==> config.mk <==
export PLATFORM = sky130hd
export DESIGN_NAME = match_ctrl_flat
export DESIGN_NICKNAME = d
export VERILOG_FILES = /design/src/rtl/pong_pkg.sv /design/src/rtl/match_ctrl_if.sv /design/src/rtl/freeze_timer.sv /design/src/rtl/match_ctrl.sv /design/src/flat_wrapper.sv
export SDC_FILE = /design/constraint.sdc
export NUM_CORES = 1
export LEC_CHECK = 0
export ABC_AREA = 1
export ABC_CLOCK_PERIOD_IN_PS = 2880
export BUFFER_PORTS_ARGS = -buffer_cell sky130_fd_sc_hd__clkbuf_2
export CAP_MARGIN = 20
export CORE_UTILIZATION = 34
export DETAILED_ROUTE_END_ITERATION = 10
export PLACE_DENSITY = 0.51
export SYNTH_ARGS = -nofsm -noshare
export SYNTH_HDL_FRONTEND = slang
export SYNTH_SLANG_ARGS = --single-unit
==> constraint.sdc <==
create_clock -name game_clk -period 2.88 [get_ports game_clk]
set_input_delay 0.288 -clock game_clk [delete_from_list [all_inputs] [get_ports game_clk]]
set_output_delay 0.288 -clock game_clk [all_outputs]
set_load 0.02 [all_outputs]
==> src/rtl/pong_pkg.sv <==
// Shared pong encodings: match FSM states and winner codes.
package pong_pkg;

   typedef enum logic [1:0] {
      MATCH_END = 2'd0,
      POINT     = 2'd1,
      RALLY     = 2'd2
   } state_e;

   typedef enum logic [1:0] {
      WIN_NONE = 2'b00,
      WIN_P1   = 2'b01,
      WIN_P2   = 2'b10
   } win_e;

endpackage

==> src/rtl/match_ctrl_if.sv <==
// Ball-engine link: field events into the match controller, serve control out.
interface match_ctrl_if #(
   parameter int unsigned SPEED_W = 5
) ();

   logic               out_left;
   logic               out_right;
   logic               paddle_hit;
   logic [SPEED_W-1:0] speed;
   logic               ball_reset;
   logic               serve_left;

   modport master (
      input  out_left, out_right, paddle_hit,
      output speed, ball_reset, serve_left
   );

   modport slave (
      output out_left, out_right, paddle_hit,
      input  speed, ball_reset, serve_left
   );

endinterface

==> src/rtl/freeze_timer.sv <==
// Down-counter for the freeze between points/matches; expire flags the last frozen cycle.
module freeze_timer #(
   parameter int unsigned FREEZE_W = 14,
   parameter int unsigned RST_VAL  = 16383
) (
   input  logic                game_clk,
   input  logic                reset_n,
   input  logic                load,
   input  logic [FREEZE_W-1:0] load_val,
   input  logic                skip,
   output logic [FREEZE_W-1:0] count,
   output logic                expire
);

   always_ff @(posedge game_clk or negedge reset_n) begin
      if (!reset_n) begin
         count <= FREEZE_W'(RST_VAL);
      end else if (load) begin
         count <= load_val;
      end else if (skip) begin
         count <= FREEZE_W'(1);
      end else if (count != '0) begin
         count <= count - FREEZE_W'(1);
      end
   end

   assign expire = (count == FREEZE_W'(1));

endmodule

==> src/rtl/match_ctrl.sv <==
// Pong match controller: scoring, serve freeze, rally speed-up and match end.
module match_ctrl
   import pong_pkg::*;
#(
   parameter int unsigned SCORE_W       = 4,
   parameter int unsigned WIN_SCORE     = 9,
   parameter int unsigned WIN_BY_TWO    = 0,
   parameter int unsigned FREEZE_W      = 14,
   parameter int unsigned POINT_FREEZE  = 2000,
   parameter int unsigned MATCH_FREEZE  = 16383,
   parameter int unsigned SPEED_W       = 5,
   parameter int unsigned SERVE_SPEED   = 11,
   parameter int unsigned MAX_SPEED     = 15,
   parameter int unsigned HITS_PER_STEP = 4
) (
   input  logic               game_clk,
   input  logic               reset_n,
   input  logic               start,
   match_ctrl_if.master       ball,
   output logic [SCORE_W-1:0] score_p1,
   output logic [SCORE_W-1:0] score_p2,
   output logic [1:0]         winner,
   output logic [1:0]         state
);

   localparam int unsigned SW1   = SCORE_W + 1;
   localparam int unsigned HIT_W = (HITS_PER_STEP < 2) ? 1 : $clog2(HITS_PER_STEP);

   if (WIN_SCORE > (2 ** SCORE_W) - 1) begin : g_bad_win_score
      $error("WIN_SCORE does not fit in SCORE_W");
   end
   if (POINT_FREEZE < 2 || MATCH_FREEZE < 2) begin : g_bad_freeze_min
      $error("freeze lengths must be at least 2");
   end
   if (POINT_FREEZE > (2 ** FREEZE_W) - 1 || MATCH_FREEZE > (2 ** FREEZE_W) - 1) begin : g_bad_freeze_w
      $error("freeze lengths do not fit in FREEZE_W");
   end
   if (SERVE_SPEED > MAX_SPEED || MAX_SPEED > (2 ** SPEED_W) - 1) begin : g_bad_speed
      $error("SERVE_SPEED must not exceed MAX_SPEED, which must fit in SPEED_W");
   end

   state_e             state_q, state_nxt;
   win_e               win_q, win_nxt;
   logic [SCORE_W-1:0] p1_q, p1_nxt, p2_q, p2_nxt;
   logic [SPEED_W-1:0] speed_q, speed_nxt;
   logic [HIT_W-1:0]   hit_q, hit_nxt;
   logic               serve_left_q, serve_left_nxt;
   logic               ball_reset_q, ball_reset_nxt;

   logic                frz_load, frz_skip, frz_expire;
   logic [FREEZE_W-1:0] frz_load_val, frz_count;

   logic               out_any;
   logic [SCORE_W-1:0] new_sc, opp_sc;
   logic               win_c;

   freeze_timer #(
      .FREEZE_W (FREEZE_W),
      .RST_VAL  (MATCH_FREEZE)
   ) u_freeze (
      .game_clk (game_clk),
      .reset_n  (reset_n),
      .load     (frz_load),
      .load_val (frz_load_val),
      .skip     (frz_skip),
      .count    (frz_count),
      .expire   (frz_expire)
   );

   // Scorer's saturated new score and the win test against the opponent.
   assign out_any = ball.out_left | ball.out_right;
   assign opp_sc  = ball.out_left ? p2_q : p1_q;
   assign new_sc  = ball.out_left ? ((p1_q == '1) ? p1_q : p1_q + SCORE_W'(1))
                                  : ((p2_q == '1) ? p2_q : p2_q + SCORE_W'(1));
   assign win_c   = ({1'b0, new_sc} >= SW1'(WIN_SCORE)) &&
                    ((WIN_BY_TWO == 0) || ({1'b0, new_sc} >= {1'b0, opp_sc} + SW1'(2)));

   always_ff @(posedge game_clk or negedge reset_n) begin
      if (!reset_n) begin
         state_q      <= MATCH_END;
         win_q        <= WIN_NONE;
         p1_q         <= '0;
         p2_q         <= '0;
         speed_q      <= '0;
         hit_q        <= '0;
         serve_left_q <= 1'b0;
         ball_reset_q <= 1'b1;
      end else begin
         state_q      <= state_nxt;
         win_q        <= win_nxt;
         p1_q         <= p1_nxt;
         p2_q         <= p2_nxt;
         speed_q      <= speed_nxt;
         hit_q        <= hit_nxt;
         serve_left_q <= serve_left_nxt;
         ball_reset_q <= ball_reset_nxt;
      end
   end

   always_comb begin
      state_nxt      = state_q;
      win_nxt        = win_q;
      p1_nxt         = p1_q;
      p2_nxt         = p2_q;
      speed_nxt      = speed_q;
      hit_nxt        = hit_q;
      serve_left_nxt = serve_left_q;
      ball_reset_nxt = 1'b0;
      frz_load       = 1'b0;
      frz_load_val   = '0;
      frz_skip       = 1'b0;
      case (state_q)
         MATCH_END, POINT: begin
            frz_skip = start && (frz_count > FREEZE_W'(1));
            if (frz_expire) begin
               state_nxt      = RALLY;
               speed_nxt      = SPEED_W'(SERVE_SPEED);
               hit_nxt        = '0;
               ball_reset_nxt = 1'b1;
               if (state_q == MATCH_END) begin
                  p1_nxt  = '0;
                  p2_nxt  = '0;
                  win_nxt = WIN_NONE;
               end
            end
         end
         RALLY: begin
            if (out_any) begin
               if (ball.out_left) p1_nxt = new_sc;
               else               p2_nxt = new_sc;
               speed_nxt      = '0;
               serve_left_nxt = ball.out_left;
               frz_load       = 1'b1;
               if (win_c) begin
                  win_nxt      = ball.out_left ? WIN_P1 : WIN_P2;
                  state_nxt    = MATCH_END;
                  frz_load_val = FREEZE_W'(MATCH_FREEZE);
               end else begin
                  state_nxt    = POINT;
                  frz_load_val = FREEZE_W'(POINT_FREEZE);
               end
            end else if (ball.paddle_hit && (HITS_PER_STEP != 0)) begin
               // Every HITS_PER_STEP-th hit bumps the speed, capped at MAX_SPEED.
               if (32'(hit_q) + 32'd1 >= HITS_PER_STEP) begin
                  hit_nxt = '0;
                  if (speed_q < SPEED_W'(MAX_SPEED)) speed_nxt = speed_q + SPEED_W'(1);
               end else begin
                  hit_nxt = hit_q + HIT_W'(1);
               end
            end
         end
         default: state_nxt = MATCH_END;
      endcase
   end

   assign score_p1        = p1_q;
   assign score_p2        = p2_q;
   assign winner          = win_q;
   assign state           = state_q;
   assign ball.speed      = speed_q;
   assign ball.ball_reset = ball_reset_q;
   assign ball.serve_left = serve_left_q;

endmodule

==> src/flat_wrapper.sv <==
// flat-port wrapper written by rule: the top's interface ports become plain ports
module match_ctrl_flat import pong_pkg::*;
#(
   parameter int unsigned SCORE_W       = 4,
   parameter int unsigned WIN_SCORE     = 9,
   parameter int unsigned WIN_BY_TWO    = 0,
   parameter int unsigned FREEZE_W      = 14,
   parameter int unsigned POINT_FREEZE  = 2000,
   parameter int unsigned MATCH_FREEZE  = 16383,
   parameter int unsigned SPEED_W       = 5,
   parameter int unsigned SERVE_SPEED   = 11,
   parameter int unsigned MAX_SPEED     = 15,
   parameter int unsigned HITS_PER_STEP = 4
)
  (game_clk, reset_n, start, score_p1, score_p2, winner, state, ball_out_left, ball_out_right, ball_paddle_hit, ball_speed, ball_ball_reset, ball_serve_left);
  match_ctrl_if #(.SPEED_W(SPEED_W)) ball_i ();
  input  logic game_clk;
  input  logic reset_n;
  input  logic start;
  output logic [SCORE_W-1:0] score_p1;
  output logic [SCORE_W-1:0] score_p2;
  output logic [1:0] winner;
  output logic [1:0] state;
  input wire logic [$bits(ball_i.out_left)-1:0] ball_out_left;
  input wire logic [$bits(ball_i.out_right)-1:0] ball_out_right;
  input wire logic [$bits(ball_i.paddle_hit)-1:0] ball_paddle_hit;
  output wire logic [$bits(ball_i.speed)-1:0] ball_speed;
  output wire logic [$bits(ball_i.ball_reset)-1:0] ball_ball_reset;
  output wire logic [$bits(ball_i.serve_left)-1:0] ball_serve_left;
  assign ball_i.out_left = ball_out_left;
  assign ball_i.out_right = ball_out_right;
  assign ball_i.paddle_hit = ball_paddle_hit;
  assign ball_speed = ball_i.speed;
  assign ball_ball_reset = ball_i.ball_reset;
  assign ball_serve_left = ball_i.serve_left;
  match_ctrl #(.SCORE_W(SCORE_W), .WIN_SCORE(WIN_SCORE), .WIN_BY_TWO(WIN_BY_TWO), .FREEZE_W(FREEZE_W), .POINT_FREEZE(POINT_FREEZE), .MATCH_FREEZE(MATCH_FREEZE), .SPEED_W(SPEED_W), .SERVE_SPEED(SERVE_SPEED), .MAX_SPEED(MAX_SPEED), .HITS_PER_STEP(HITS_PER_STEP)) u_core (.game_clk(game_clk), .reset_n(reset_n), .start(start), .ball(ball_i), .score_p1(score_p1), .score_p2(score_p2), .winner(winner), .state(state));
endmodule
==> impl_metrics.py <==
metrics = {
    "clocking": {
        "cts_root_buf": "clkbuf_8",
        "cts_tree": "done",
        "cts_buffers": 5,
        "insertion_delay_ns": 0.29,
        "cts_resized": 0,
        "ctsHoldBuffers": 0,
        "cts_max_path_buffers": 2,
        "cts_max_level": 2,
        "cts.sink_count": 35,
        "clkTransAtPathRegs_ns": 0.07,
        "cts_setup_buffers": 0,
    },
    "synth": {
        "synthSimpleGateAreaFrac_pct": 36.1,
        "synthTopCellsByArea": "dfrtp_1 24%, dfstp_2 19%, nand2_1 13%, nand3_1 8.2%, nor2_1 6.0%",
        "synth_xor_area_share_pct": 3.71,
        "syn_nets": 293,
        "synth_cells": 281,
        "synth.avg_cell_area_um2": 7.56,
        "synth_top_area_share_pct": 23.6,
        "synth_top_family_by_area": "simple AND/OR/NAND/NOR gates",
        "synthDistinctLibCells": 31,
        "ys_seq_elements": 35,
        "muxShareOfSynthArea_pct": 0,
        "synth_area_leader_cell": "dfrtp_1",
        "yosysSeqAreaShare_pct": 42.1,
        "syn_area_um2": 2120,
        "synth_compound_area_share_pct": 9.01,
        "yosysWarningCount": 0,
        "synth-adder-area-share_pct": 3.53,
    },
    "outcome": {
        "status": "complete, no violations",
    },
    "timing": {
        "slew_headroom_pct": 39.3,
        "holdWs_ns": 0.126,
        "period_share_pct": 60.8,
        "fmax_ghz": 0.571,
        "final.setup.worst_slack_ns": 1.13,
        "fin_crit_ns": 1.75,
        "fin_tns_setup_ns": 0,
        "clock_skew_ns": 0.00641,
        "hold_violations": 0,
        "worst_pin_slew_ns": 0.910,
        "drv_slew": 0,
        "grt_setup_unrepaired": "no",
        "setup_viol": 0,
    },
    "critical_path": {
        "crit_arrival_ns": 1.96,
        "critPathBufInv": 0,
        "reg2reg_to": "u_core.u_freeze.count[5]",
        "required_ns": 3.09,
        "r2r-start": "u_core.score_p1[1]",
        "reg2reg_depth": 8,
        "critPathKind": "flop to flop",
        "crit_family": "simple AND/OR/NAND/NOR gates",
        "cp-start-kind": "flop",
        "slowest_delay_ns": 0.45,
        "crit_top_cell": "nand3_1",
        "cp_max_fo": 7,
        "crit_slowest_cell": "dfrtp_1",
        "endpoint_kind": "flop",
        "crit_chain": "ha_1 -> nand3_1 -> nand2_1 -> nand3_1 -> nand2_1 -> nand3_1 -> nand3_1 -> a21oi_1",
        "rrSetupSlack_ns": 1.13,
    },
    "grt": {
        "grt_pass1_wl_um": 8510,
        "globalRoute.busiestLayer": "met2",
        "grt_max_degree": 36,
        "met2_usage_pct": 27.7,
        "grtUsageMet3_pct": 4.27,
        "grt_pass1_vias": 1820,
        "antenna_found_initial": 0,
        "gr-usage-met1_pct": 22.3,
        "grt_usage_pct": 17.1,
        "overflow": 0,
    },
    "floorplan": {
        "fp.dieW_um": 81.1,
        "initial_core_util_pct": 35.5,
        "rows": 28,
        "coreArea_um2": 5990,
        "num_io_pins": 25,
        "dieArea_um2": 6570,
        "die_y_um": 81.1,
    },
    "drt": {
        "drtIter0Drc": 72,
        "drtAntennaViolNets": 0,
        "drt_wl_total_um": 4870,
        "first_pass_iters": 4,
        "vias_per_cell": 4.74,
        "route.detailed.wl_per_inst_um": 12.6,
        "vias": 1833,
        "drt_drc_violations_left": 0,
    },
    "final_layout": {
        "areaGrowthSynthToFinish_pct": 15.4,
        "nNetsFinal": 323,
        "fillers": 642,
        "num_antenna_cells": 0,
        "drive_gt1_share_pct": 19.9,
        "stdcell_count": 387,
    },
    "pwr": {
        "power_density_nw_per_um2": 1110,
        "p_leak_uw": 0.00120,
        "vdd_drop_max_v": 0.000334,
    },
    "run": {
        "drv.max_cap_violation_count": 0,
    },
    "placed_design": {
        "pre_cts_ws_ns": 1.14,
        "numPortBuffers": 24,
        "place_inst": 379,
        "hpwl_um": 3730,
        "gp_congestion": 0.806,
    },
    "hold_path": {
        "min_path_type": "primary input to async pin",
    },
}
## stage by stage
stage / power, uW / util [%] / cell area, um2
2_1_floorplan: 1930 / - / 2120
3_3_place_gp: 2300 / 39.0 / 2330
3_5_place_dp: 2290 / 39.0 / 2330
4_1_cts: 2770 / 40.9 / 2450
5_1_grt: 3000 / 40.9 / 2450
6_report: 2730 / 40.9 / 2450
## Yosys cell counts (all sizes together)
cell and instances:
o21a 1, dfstp 15, nand2 78, inv 29, nor3 2, o211ai 1
buf 1, nand4 6, nor2 40, o21bai 1, xnor2 2, xor2 7
o31ai 1, ha 6, dfrtp 20, nand3 36, nor3b 1, a21oi 7
a31oi 1, or2 1, o21ai 24, clkinv 1
## flip-flops by register name, summed over array words and instances (netlist names)
| register | cells |
|---|---|
| u_core.u_freeze.count | 14 |
| u_core.ball.speed | 5 |
| u_core.score_p1 | 4 |
| u_core.score_p2 | 4 |
| u_core.hit_q | 2 |
| u_core.state | 2 |
| u_core.winner | 2 |
| u_core.ball.ball_reset | 1 |
| u_core.ball.serve_left | 1 |
## cell usage in the layout (no fill, tap or decap), drive strengths merged
cell type and count:
nor3 2, clkbuf 30, xnor2 2, dfrtp 20
o31ai 1, o21bai 1, or2 1, o21a 1
nor2 40, clkinv 2, nand2 78, ha 6
nand4 6, a31oi 1, nand3 36, a21oi 7
o21ai 24, dfstp 15, nor3b 1, bufinv 1
xor2 7, inv 29, o211ai 1
## layout make-up
cell class                      instances  area [um2]  share of cell area (%)
Clock buffer                            6        82.6                    3.37
Inverter                               30         113                    4.59
Timing Repair Buffer                   24         120                    4.90
Clock inverter                          2        35.0                    1.43
Multi-Input combinational cell        215        1110                    45.4
Tap cell                               75        93.8                    3.83
Sequential cell                        35         895                    36.5
## routing by layer
| layer | wire length (um) | part of all wire, % | vias up |
|---|---|---|---|
| li1 | - | - | 975 |
| met1 | 2400 | 49 | 818 |
| met2 | 2250 | 46 | 34 |
| met3 | 163 | 3.3 | 6 |
| met4 | 53 | 1.1 | 0 |
| met5 | 0 | 0 | - |
## worst max-delay path by stage
stage               cells after the start                startpoint                   endpoint
floorplan                              10  u_core.u_freeze.count[0]  u_core.u_freeze.count[13]
global placement                        8        u_core.score_p1[0]   u_core.u_freeze.count[5]
detailed placement                      8        u_core.score_p1[0]   u_core.u_freeze.count[3]
CTS                                     8        u_core.score_p1[0]   u_core.u_freeze.count[3]
global route                           10        u_core.score_p1[1]   u_core.u_freeze.count[1]
finish                                  8        u_core.score_p1[1]   u_core.u_freeze.count[5]
## cells by family (layout without fill, tap and decap cells)
group,count (synthesis),count (layout)
xor gates and xnor gates,9,9
and+or+nand+nor,164,164
DFF,35,35
AOI/OAI and AO/OA,36,36
adders and majority gates,6,6
buffers and inverters,31,62
## report_power, final
part | total (uW) | switching [uW] | leakage [uW] | internal, uW
clock network | 457 | 176 | 0.0000612 | 280
logic | 1350 | 895 | 0.000717 | 455
registers | 921 | 189 | 0.000421 | 733
total | 2730 | 1260 | 0.00120 | 1470
## worst register-to-register path, cell delays in order (launching register included)
cell and delay [ns]:
dfrtp_1 0.45, ha_1 0.26, nand3_1 0.13, nand2_1 0.06, nand3_1 0.10, nand2_1 0.06
nand3_1 0.12, nand3_1 0.25, a21oi_1 0.24
Note: power is estimated with default switching activity, not from simulation.
